==> config.mk <==
export PLATFORM = sky130hd
export DESIGN_NAME = video_bus_bridge
export DESIGN_NICKNAME = d
export VERILOG_FILES = /design/src/rtl/video_bus_bridge.sv
export SDC_FILE = /design/constraint.sdc
export NUM_CORES = 1
export LEC_CHECK = 0
export CORE_AREA = 4 4 327 329
export DETAILED_ROUTE_END_ITERATION = 12
export DIE_AREA = 0 0 331 333
export SLEW_MARGIN = 0
export SYNTH_ARGS = -nofsm -noshare
export SYNTH_HDL_FRONTEND = slang
export SYNTH_SLANG_ARGS = --single-unit
==> constraint.sdc <==
create_clock -name clk -period 1.79 [get_ports clk]
set_input_delay 0.4475 -clock clk [delete_from_list [all_inputs] [get_ports clk]]
set_output_delay 0.4475 -clock clk [all_outputs]
set_load 0.01 [all_outputs]
==> src/rtl/video_bus_bridge.sv <==
// Registered video-bus bridge: decodes to frame buffer or slot array, strobe one cycle after accept.
// Read data returns RD_LAT+2 cycles after accept; video_ready drops while a read is outstanding.
module video_bus_bridge #(
  parameter int N_SLOTS  = 8,
  parameter int SLOT_AW  = 14,
  parameter int FRAME_AW = 20,
  parameter int DW       = 32,
  parameter int RD_LAT   = 1
) (
  input  logic                        clk,
  input  logic                        reset,
  input  logic                        video_cs,
  input  logic                        video_wr,
  input  logic                        video_rd,
  input  logic [FRAME_AW:0]           video_addr,
  input  logic [DW-1:0]               video_wr_data,
  output logic                        video_ready,
  output logic                        video_rd_valid,
  output logic [DW-1:0]               video_rd_data,
  output logic                        frame_cs,
  output logic                        frame_wr,
  output logic                        frame_rd,
  output logic [FRAME_AW-1:0]         frame_addr,
  output logic [DW-1:0]               frame_wr_data,
  input  logic [DW-1:0]               frame_rd_data,
  output logic [N_SLOTS-1:0]          slot_cs_array,
  output logic [N_SLOTS-1:0]          slot_mem_wr_array,
  output logic [N_SLOTS-1:0]          slot_mem_rd_array,
  output logic [N_SLOTS*SLOT_AW-1:0]  slot_reg_addr_array,
  output logic [N_SLOTS*DW-1:0]       slot_wr_data_array,
  input  logic [N_SLOTS*DW-1:0]       slot_rd_data_array,
  input  logic                        err_clr,
  output logic                        err_flag,
  output logic [15:0]                 err_count
);

  localparam int SW = $clog2(N_SLOTS);
  localparam logic [SW:0] NS = N_SLOTS[SW:0];
  localparam logic [2:0] LAT = RD_LAT[2:0];

  typedef enum logic [1:0] {S_IDLE, S_WAIT, S_RESP} state_t;

  state_t              state_q;
  logic [2:0]          wait_cnt_q;
  logic                ready_q;
  logic                rd_valid_q;
  logic [DW-1:0]       rd_data_q;
  logic                rd_frame_q;
  logic                rd_unpop_q;
  logic [SW-1:0]       rd_idx_q;

  logic                frame_cs_q, frame_wr_q, frame_rd_q;
  logic [FRAME_AW-1:0] frame_addr_q;
  logic [DW-1:0]       frame_wdat_q;
  logic [N_SLOTS-1:0]  slot_cs_q, slot_wr_q, slot_rd_q;
  logic [SLOT_AW-1:0]  slot_addr_q;
  logic [DW-1:0]       slot_wdat_q;
  logic                err_flag_q;
  logic [15:0]         err_count_q;

  logic                frame_sel, slot_unpop, slot_hit;
  logic                acc, acc_wr, acc_rd, err_evt;
  logic [SW-1:0]       slot_idx;
  logic [N_SLOTS-1:0]  slot_oh;
  logic                frame_cs_d, frame_wr_d, frame_rd_d;
  logic [N_SLOTS-1:0]  slot_cs_d, slot_wr_d, slot_rd_d;
  logic [DW-1:0]       rd_mux;

  assign frame_sel  = video_addr[FRAME_AW];
  assign slot_idx   = video_addr[SLOT_AW+SW-1:SLOT_AW];
  assign slot_unpop = !frame_sel && ({1'b0, slot_idx} >= NS);
  // A simultaneous wr+rd request is treated as a write.
  assign acc        = video_cs && ready_q && (video_wr || video_rd);
  assign acc_wr     = acc && video_wr;
  assign acc_rd     = acc && !video_wr;
  assign err_evt    = acc && slot_unpop;
  assign slot_hit   = acc && !frame_sel && !slot_unpop;
  assign slot_oh    = {{(N_SLOTS-1){1'b0}}, 1'b1} << slot_idx;

  always_comb begin
    frame_cs_d = acc && frame_sel;
    frame_wr_d = acc_wr && frame_sel;
    frame_rd_d = acc_rd && frame_sel;
    slot_cs_d  = slot_hit ? slot_oh : '0;
    slot_wr_d  = (slot_hit && video_wr) ? slot_oh : '0;
    slot_rd_d  = (slot_hit && !video_wr) ? slot_oh : '0;
  end

  // Unpopulated slots read back as zero.
  always_comb begin
    rd_mux = '0;
    if (!rd_unpop_q) begin
      if (rd_frame_q) begin
        rd_mux = frame_rd_data;
      end else begin
        for (int i = 0; i < N_SLOTS; i++) begin
          if (int'(rd_idx_q) == i) rd_mux = slot_rd_data_array[i*DW +: DW];
        end
      end
    end
  end

  always_ff @(posedge clk) begin
    if (reset) begin
      frame_cs_q   <= 1'b0;
      frame_wr_q   <= 1'b0;
      frame_rd_q   <= 1'b0;
      frame_addr_q <= '0;
      frame_wdat_q <= '0;
      slot_cs_q    <= '0;
      slot_wr_q    <= '0;
      slot_rd_q    <= '0;
      slot_addr_q  <= '0;
      slot_wdat_q  <= '0;
      err_flag_q   <= 1'b0;
      err_count_q  <= '0;
    end else begin
      frame_cs_q <= frame_cs_d;
      frame_wr_q <= frame_wr_d;
      frame_rd_q <= frame_rd_d;
      slot_cs_q  <= slot_cs_d;
      slot_wr_q  <= slot_wr_d;
      slot_rd_q  <= slot_rd_d;
      if (frame_cs_d) frame_addr_q <= video_addr[FRAME_AW-1:0];
      if (frame_wr_d) frame_wdat_q <= video_wr_data;
      if (slot_hit) slot_addr_q <= video_addr[SLOT_AW-1:0];
      if (slot_hit && video_wr) slot_wdat_q <= video_wr_data;
      // An error event outranks a same-cycle clear.
      if (err_evt) err_flag_q <= 1'b1;
      else if (err_clr) err_flag_q <= 1'b0;
      if (err_evt && (err_count_q != 16'hFFFF)) err_count_q <= err_count_q + 16'd1;
    end
  end

  always_ff @(posedge clk) begin
    if (reset) begin
      state_q    <= S_IDLE;
      wait_cnt_q <= '0;
      ready_q    <= 1'b1;
      rd_valid_q <= 1'b0;
      rd_data_q  <= '0;
      rd_frame_q <= 1'b0;
      rd_unpop_q <= 1'b0;
      rd_idx_q   <= '0;
    end else begin
      rd_valid_q <= 1'b0;
      unique case (state_q)
        S_IDLE, S_RESP: begin
          if (acc_rd) begin
            state_q    <= S_WAIT;
            wait_cnt_q <= '0;
            ready_q    <= 1'b0;
            rd_frame_q <= frame_sel;
            rd_unpop_q <= slot_unpop;
            rd_idx_q   <= slot_idx;
          end else begin
            state_q <= S_IDLE;
            ready_q <= 1'b1;
          end
        end
        S_WAIT: begin
          // WAIT spans the strobe cycle plus RD_LAT; data is sampled on its last cycle.
          if (wait_cnt_q == LAT) begin
            state_q    <= S_RESP;
            ready_q    <= 1'b1;
            rd_valid_q <= 1'b1;
            rd_data_q  <= rd_mux;
          end else begin
            wait_cnt_q <= wait_cnt_q + 3'd1;
          end
        end
        default: begin
          state_q <= S_IDLE;
          ready_q <= 1'b1;
        end
      endcase
    end
  end

  assign video_ready         = ready_q;
  assign video_rd_valid      = rd_valid_q;
  assign video_rd_data       = rd_data_q;
  assign frame_cs            = frame_cs_q;
  assign frame_wr            = frame_wr_q;
  assign frame_rd            = frame_rd_q;
  assign frame_addr          = frame_addr_q;
  assign frame_wr_data       = frame_wdat_q;
  assign slot_cs_array       = slot_cs_q;
  assign slot_mem_wr_array   = slot_wr_q;
  assign slot_mem_rd_array   = slot_rd_q;
  assign slot_reg_addr_array = {N_SLOTS{slot_addr_q}};
  assign slot_wr_data_array  = {N_SLOTS{slot_wdat_q}};
  assign err_flag            = err_flag_q;
  assign err_count           = err_count_q;

endmodule

==> results.sh <==
export IMPL_power_share_sequential_pct=37.6
export IMPL_wl_mm=68.39
export IMPL_cp_buffers_inverters=3
export IMPL_clk_transition_reported_paths_ns=0.08
export IMPL_power_density_nw_per_um2=522.2
export IMPL_post_route_fraction_of_the_period_consumed_by_the_critical_path_pct=102.2
export IMPL_layoutNonFillerInstCount=3335
export IMPL_muxShareOfSynthArea_pct=8.599
export IMPL_hold_worst_slack_ns=0.3738
export IMPL_leakage_nw=8.754
export IMPL_syn_cell_area_sq_um=11060
export IMPL_ys_ff_latch=168
export IMPL_crit_end="video_rd_data[0]$_SDFFE_PP0P_"
export IMPL_crit_reg2reg_launch="rd_idx_q[1]$_SDFFE_PP0P_"
export IMPL_worstMarginPinSlew_ns=0.5944
export IMPL_vias=11760
export IMPL_largest_net_degree_at_the_start_of_global_routing=48
export IMPL_grt_overflow=0
export IMPL_clock_network_latency_to_the_later_pin_of_the_worst_skew_pair_ns=0.50
export IMPL_r2r_end="video_rd_data[0]$_SDFFE_PP0P_"
export IMPL_count_of_pins_over_their_slew_limit=0
export IMPL_synthToLayoutAreaGrowth_pct=80.17
export IMPL_setup_worst_path_class="flip-flop to flip-flop"
export IMPL_hold_buffers=0
export IMPL_critical_path_top_cell_by_count="sky130_fd_sc_hd__buf_4"
export IMPL_postSynthAreaPerCell_sq_um=8.054
export IMPL_netSwitchingFraction_pct=30.02
export IMPL_tritoncts_num_sinks=168
export IMPL_reg2reg_slack_ns=-0.04
export IMPL_reg2reg_depth=7
export IMPL_drt_first_pass_iters=10
export IMPL_gp_routability_congestion=0.9039
export IMPL_half_perimeter_wire_length_after_placement_mm=57.20
export IMPL_crit_cells=7
export IMPL_cts_htree_levels=4
export IMPL_grt_first_pass_wirelength_mm=90.43
export IMPL_die_y_um=333
export IMPL_floorplan_die_width_um=331
export IMPL_core_area_sq_um=103500
export IMPL_maxClockFrequency_mhz=546.9
export IMPL_maxSlewHeadroom_pct=60.37
export IMPL_fin_skew_ns=0.01637
export IMPL_p_comb_share_pct=24.6
export IMPL_worstPathRequired_ns=2.22
export IMPL_async_flop_share_pct=0
export IMPL_timing_critical_path_cells="buf_4 > nor2b_4 > buf_12 > a222oi_1 > buf_4 > a32oi_1 > o21ai_1"
export IMPL_violations="negative setup slack"
export IMPL_unrepaired_setup_endpoints_after_global_routing="yes"
export IMPL_floorplan_die_area_sq_um=110200
export IMPL_drt_vias_per_instance=3.527
export IMPL_synth_compound_area_share_pct=18.84
export IMPL_cell_internal_pwr_mw=7.281
export IMPL_start_util_pct=10.68
export IMPL_antenna_found_initial=20
export IMPL_worst_path_max_delay_cell="sky130_fd_sc_hd__a222oi_1"
export IMPL_grt_util_all_layers_pct=11.67
export IMPL_via_count_of_the_first_global_routing_pass=11710
export IMPL_placed_cells=3292
export IMPL_final_setup_viol_count=1
export IMPL_layout_common_cells="sky130_fd_sc_hd__dlygate4sd2_1 (391), sky130_fd_sc_hd__clkdlybuf4s50_1 (344), sky130_fd_sc_hd__nand2_1 (210)"
export IMPL_dominant_combinational_cell_family_by_area_after_synthesis="buffers and inverters"
export IMPL_timing_critical_path_arrival_ns=2.26
export IMPL_run_status="complete, but fails checks"
export IMPL_rows=118
export IMPL_cts_max_path_buffers=2
export IMPL_hold_viol=0
export IMPL_total_clock_buffers_created_by_cts=17
export IMPL_worstHoldPathType="input port to flip-flop"
export IMPL_io_pins=845
export IMPL_postRouteAntennaNets=0
export IMPL_post_route_worst_setup_slack_ns=-0.03855
export IMPL_synth_flop_cell="sky130_fd_sc_hd__dfxtp_1"
export IMPL_end_kind="flip-flop"
export IMPL_synth_edff_count=0
export IMPL_clk_pwr_share_pct=37.8
export IMPL_portBuffers=826
export IMPL_placedInstanceArea_sq_um=19750
export IMPL_cts_root_buf="sky130_fd_sc_hd__clkbuf_16"
export IMPL_crit_path_max_fanout=13
export IMPL_drt_drc_violations_left=0
export IMPL_post_synth_fa_ha_maj_area_fraction_pct=0.2263
export IMPL_detailed_route_iter0_violations=659
export IMPL_crit_path_start="rd_idx_q[1]$_SDFFE_PP0P_"
export IMPL_final_design_area_no_fill_sq_um=19920
export IMPL_switchingPower_mw=3.124
export IMPL_vdd_drop_max_v=0.0006862
export IMPL_yosys_warnings=0
export IMPL_synth_sequential_area_ratio_pct=30.41
export IMPL_max_cap_viol_count=0
export IMPL_finish_net_count=2285
export IMPL_synth_xor_area_share_pct=0.07920
export IMPL_cp_start_kind="flip-flop"
export IMPL_timing_critical_path_slowest_cell_delay_ns=0.56
export IMPL_route_detailed_wl_per_inst_um=20.51
export IMPL_ys_types=46
export IMPL_cts_tree="built"
export IMPL_layout_commonest_cell="sky130_fd_sc_hd__dlygate4sd2_1"
export IMPL_final_layout_size_suffix_gt1_share_pct=14.78
export IMPL_post_synth_and_or_nand_nor_area_fraction_pct=12.48
export IMPL_post_synth_inst_count=1373
export IMPL_post_route_min_period_ns=1.829
export IMPL_crit_family="compound AO/OA/AOI/OAI gates"
[per-layer routing]
| metal | track usage [%] | vias up | share of wire (%) |
|---|---|---|---|
| met4 | 3.445 | 10 | 2.3 |
| met2 | 19.58 | 652 | 47 |
| met1 | 13.39 | 5482 | 40 |
| li1 | - | 5522 | - |
| met3 | 5.081 | 96 | 11 |
| met5 | 0 | - | 0.099 |
[flip-flops by register name, indices dropped and copies added (netlist names), 3 cells and up]
| signal | count |
|---|---|
| slot_mem_rd_array | 8 |
| wait_cnt_q | 3 |
| frame_addr | 20 |
| slot_mem_wr_array | 8 |
| slot_wdat_q | 32 |
| frame_wr_data | 32 |
| rd_idx_q | 3 |
| slot_addr_q | 14 |
| slot_cs_array | 8 |
| video_rd_data | 32 |
[stage by stage]
step                      power [mW]   TNS, ns  util, %  setup slack (ns)
final                          10.40  -0.03855    19.25          -0.03855
after global routing           10.93  -0.03800    19.23          -0.03313
after CTS                      10.65  -0.07349    19.26          -0.01099
after detailed placement       6.804    -31.09    19.08           -0.4007
after global placement         6.790    -25.25    19.08           -0.3462
after floorplan                5.082         0        -            0.2735
[power by group through the flow]
stage	clock network [mW]	registers [mW]	logic, mW
after floorplan	0	4.04	1.04
after global placement	0	4.02	2.77
after detailed placement	0	4.02	2.78
after CTS	4.14	3.92	2.58
after global routing	4.27	3.93	2.73
final	3.93	3.91	2.56
[worst min-delay path by stage]
| stage | from | slack (ns) | cells after the start | endpoint |
|---|---|---|---|---|
| floorplan | wait_cnt_q[1]$_SDFFE_PP0P_ | 0.46 | 2 | wait_cnt_q[1]$_SDFFE_PP0P_ |
| global placement | frame_addr[16]$_SDFFE_PP0P_ | 0.44 | 2 | frame_addr[16]$_SDFFE_PP0P_ |
| detailed placement | frame_addr[4]$_SDFFE_PP0P_ | 0.45 | 2 | frame_addr[4]$_SDFFE_PP0P_ |
| CTS | reset | 0.30 | 3 | frame_addr[14]$_SDFFE_PP0P_ |
| global route | reset | 0.34 | 3 | frame_addr[14]$_SDFFE_PP0P_ |
| finish | reset | 0.37 | 3 | frame_addr[14]$_SDFFE_PP0P_ |
[worst register-to-register path: cells and delay by family (launching register included)]
| family | cells | cell delay (ns) |
|---|---|---|
| DFF | 1 | 0.44 |
| buffers and inverters | 3 | 0.52 |
| AOI/OAI and AO/OA | 3 | 0.77 |
| and+or+nand+nor | 1 | 0.04 |
[kinds of logic after synthesis]
kind of cell / after synthesis
buf+inv: 501
simple gates: 303
compound gates: 302
flops: 168
mux: 95
fa+ha+maj: 2
other cells: 1
xor+xnor: 1
[Yosys cell counts, types with 3 or more instances]
library cell | n | share of area, %
sky130_fd_sc_hd__nand2_1 | 211 | 7.2
sky130_fd_sc_hd__nand2b_1 | 34 | 1.9
sky130_fd_sc_hd__mux2i_1 | 95 | 8.6
sky130_fd_sc_hd__buf_6 | 3 | 0.31
sky130_fd_sc_hd__a222oi_1 | 31 | 2.8
sky130_fd_sc_hd__and2_1 | 10 | 0.57
sky130_fd_sc_hd__a32oi_1 | 31 | 2.5
sky130_fd_sc_hd__o21ai_1 | 8 | 0.36
sky130_fd_sc_hd__nand3_1 | 5 | 0.23
sky130_fd_sc_hd__inv_1 | 66 | 2.2
sky130_fd_sc_hd__nor3_4 | 3 | 0.44
sky130_fd_sc_hd__o21ai_0 | 23 | 1.0
sky130_fd_sc_hd__a211oi_1 | 31 | 2.1
sky130_fd_sc_hd__nor3_1 | 9 | 0.41
sky130_fd_sc_hd__a22oi_1 | 31 | 2.1
sky130_fd_sc_hd__nor2_1 | 8 | 0.27
sky130_fd_sc_hd__buf_4 | 351 | 24
sky130_fd_sc_hd__buf_2 | 18 | 0.81
sky130_fd_sc_hd__o221ai_1 | 31 | 2.5
sky130_fd_sc_hd__buf_1 | 6 | 0.20
sky130_fd_sc_hd__dfxtp_1 | 168 | 30
sky130_fd_sc_hd__clkbuf_1 | 57 | 1.9
sky130_fd_sc_hd__a21oi_1 | 109 | 4.9
sky130_fd_sc_hd__nor4_1 | 3 | 0.17
sky130_fd_sc_hd__nor2b_1 | 5 | 0.28
[layout make-up]
| class | instances | area, sq um |
|---|---|---|
| clock inverter | 13 | 142.6 |
| inverter | 66 | 247.7 |
| multi-input combinational | 720 | 4569 |
| tap | 1380 | 1727 |
| clock buffer | 18 | 429.2 |
| sequential | 168 | 3467 |
| antenna | 7 | 17.52 |
| fill | 11660 | 83570 |
| timing repair buffer | 963 | 9323 |
[timing repair]
action | 4_1_cts | 5_1_grt
setup buffers | 1 | 3
pin swaps | 0 | 1
cloned | 0 | 1
gates resized for setup | 622 | 59
setup endpoints to repair | 477 | 64
Power figures use the tool's default switching activity.
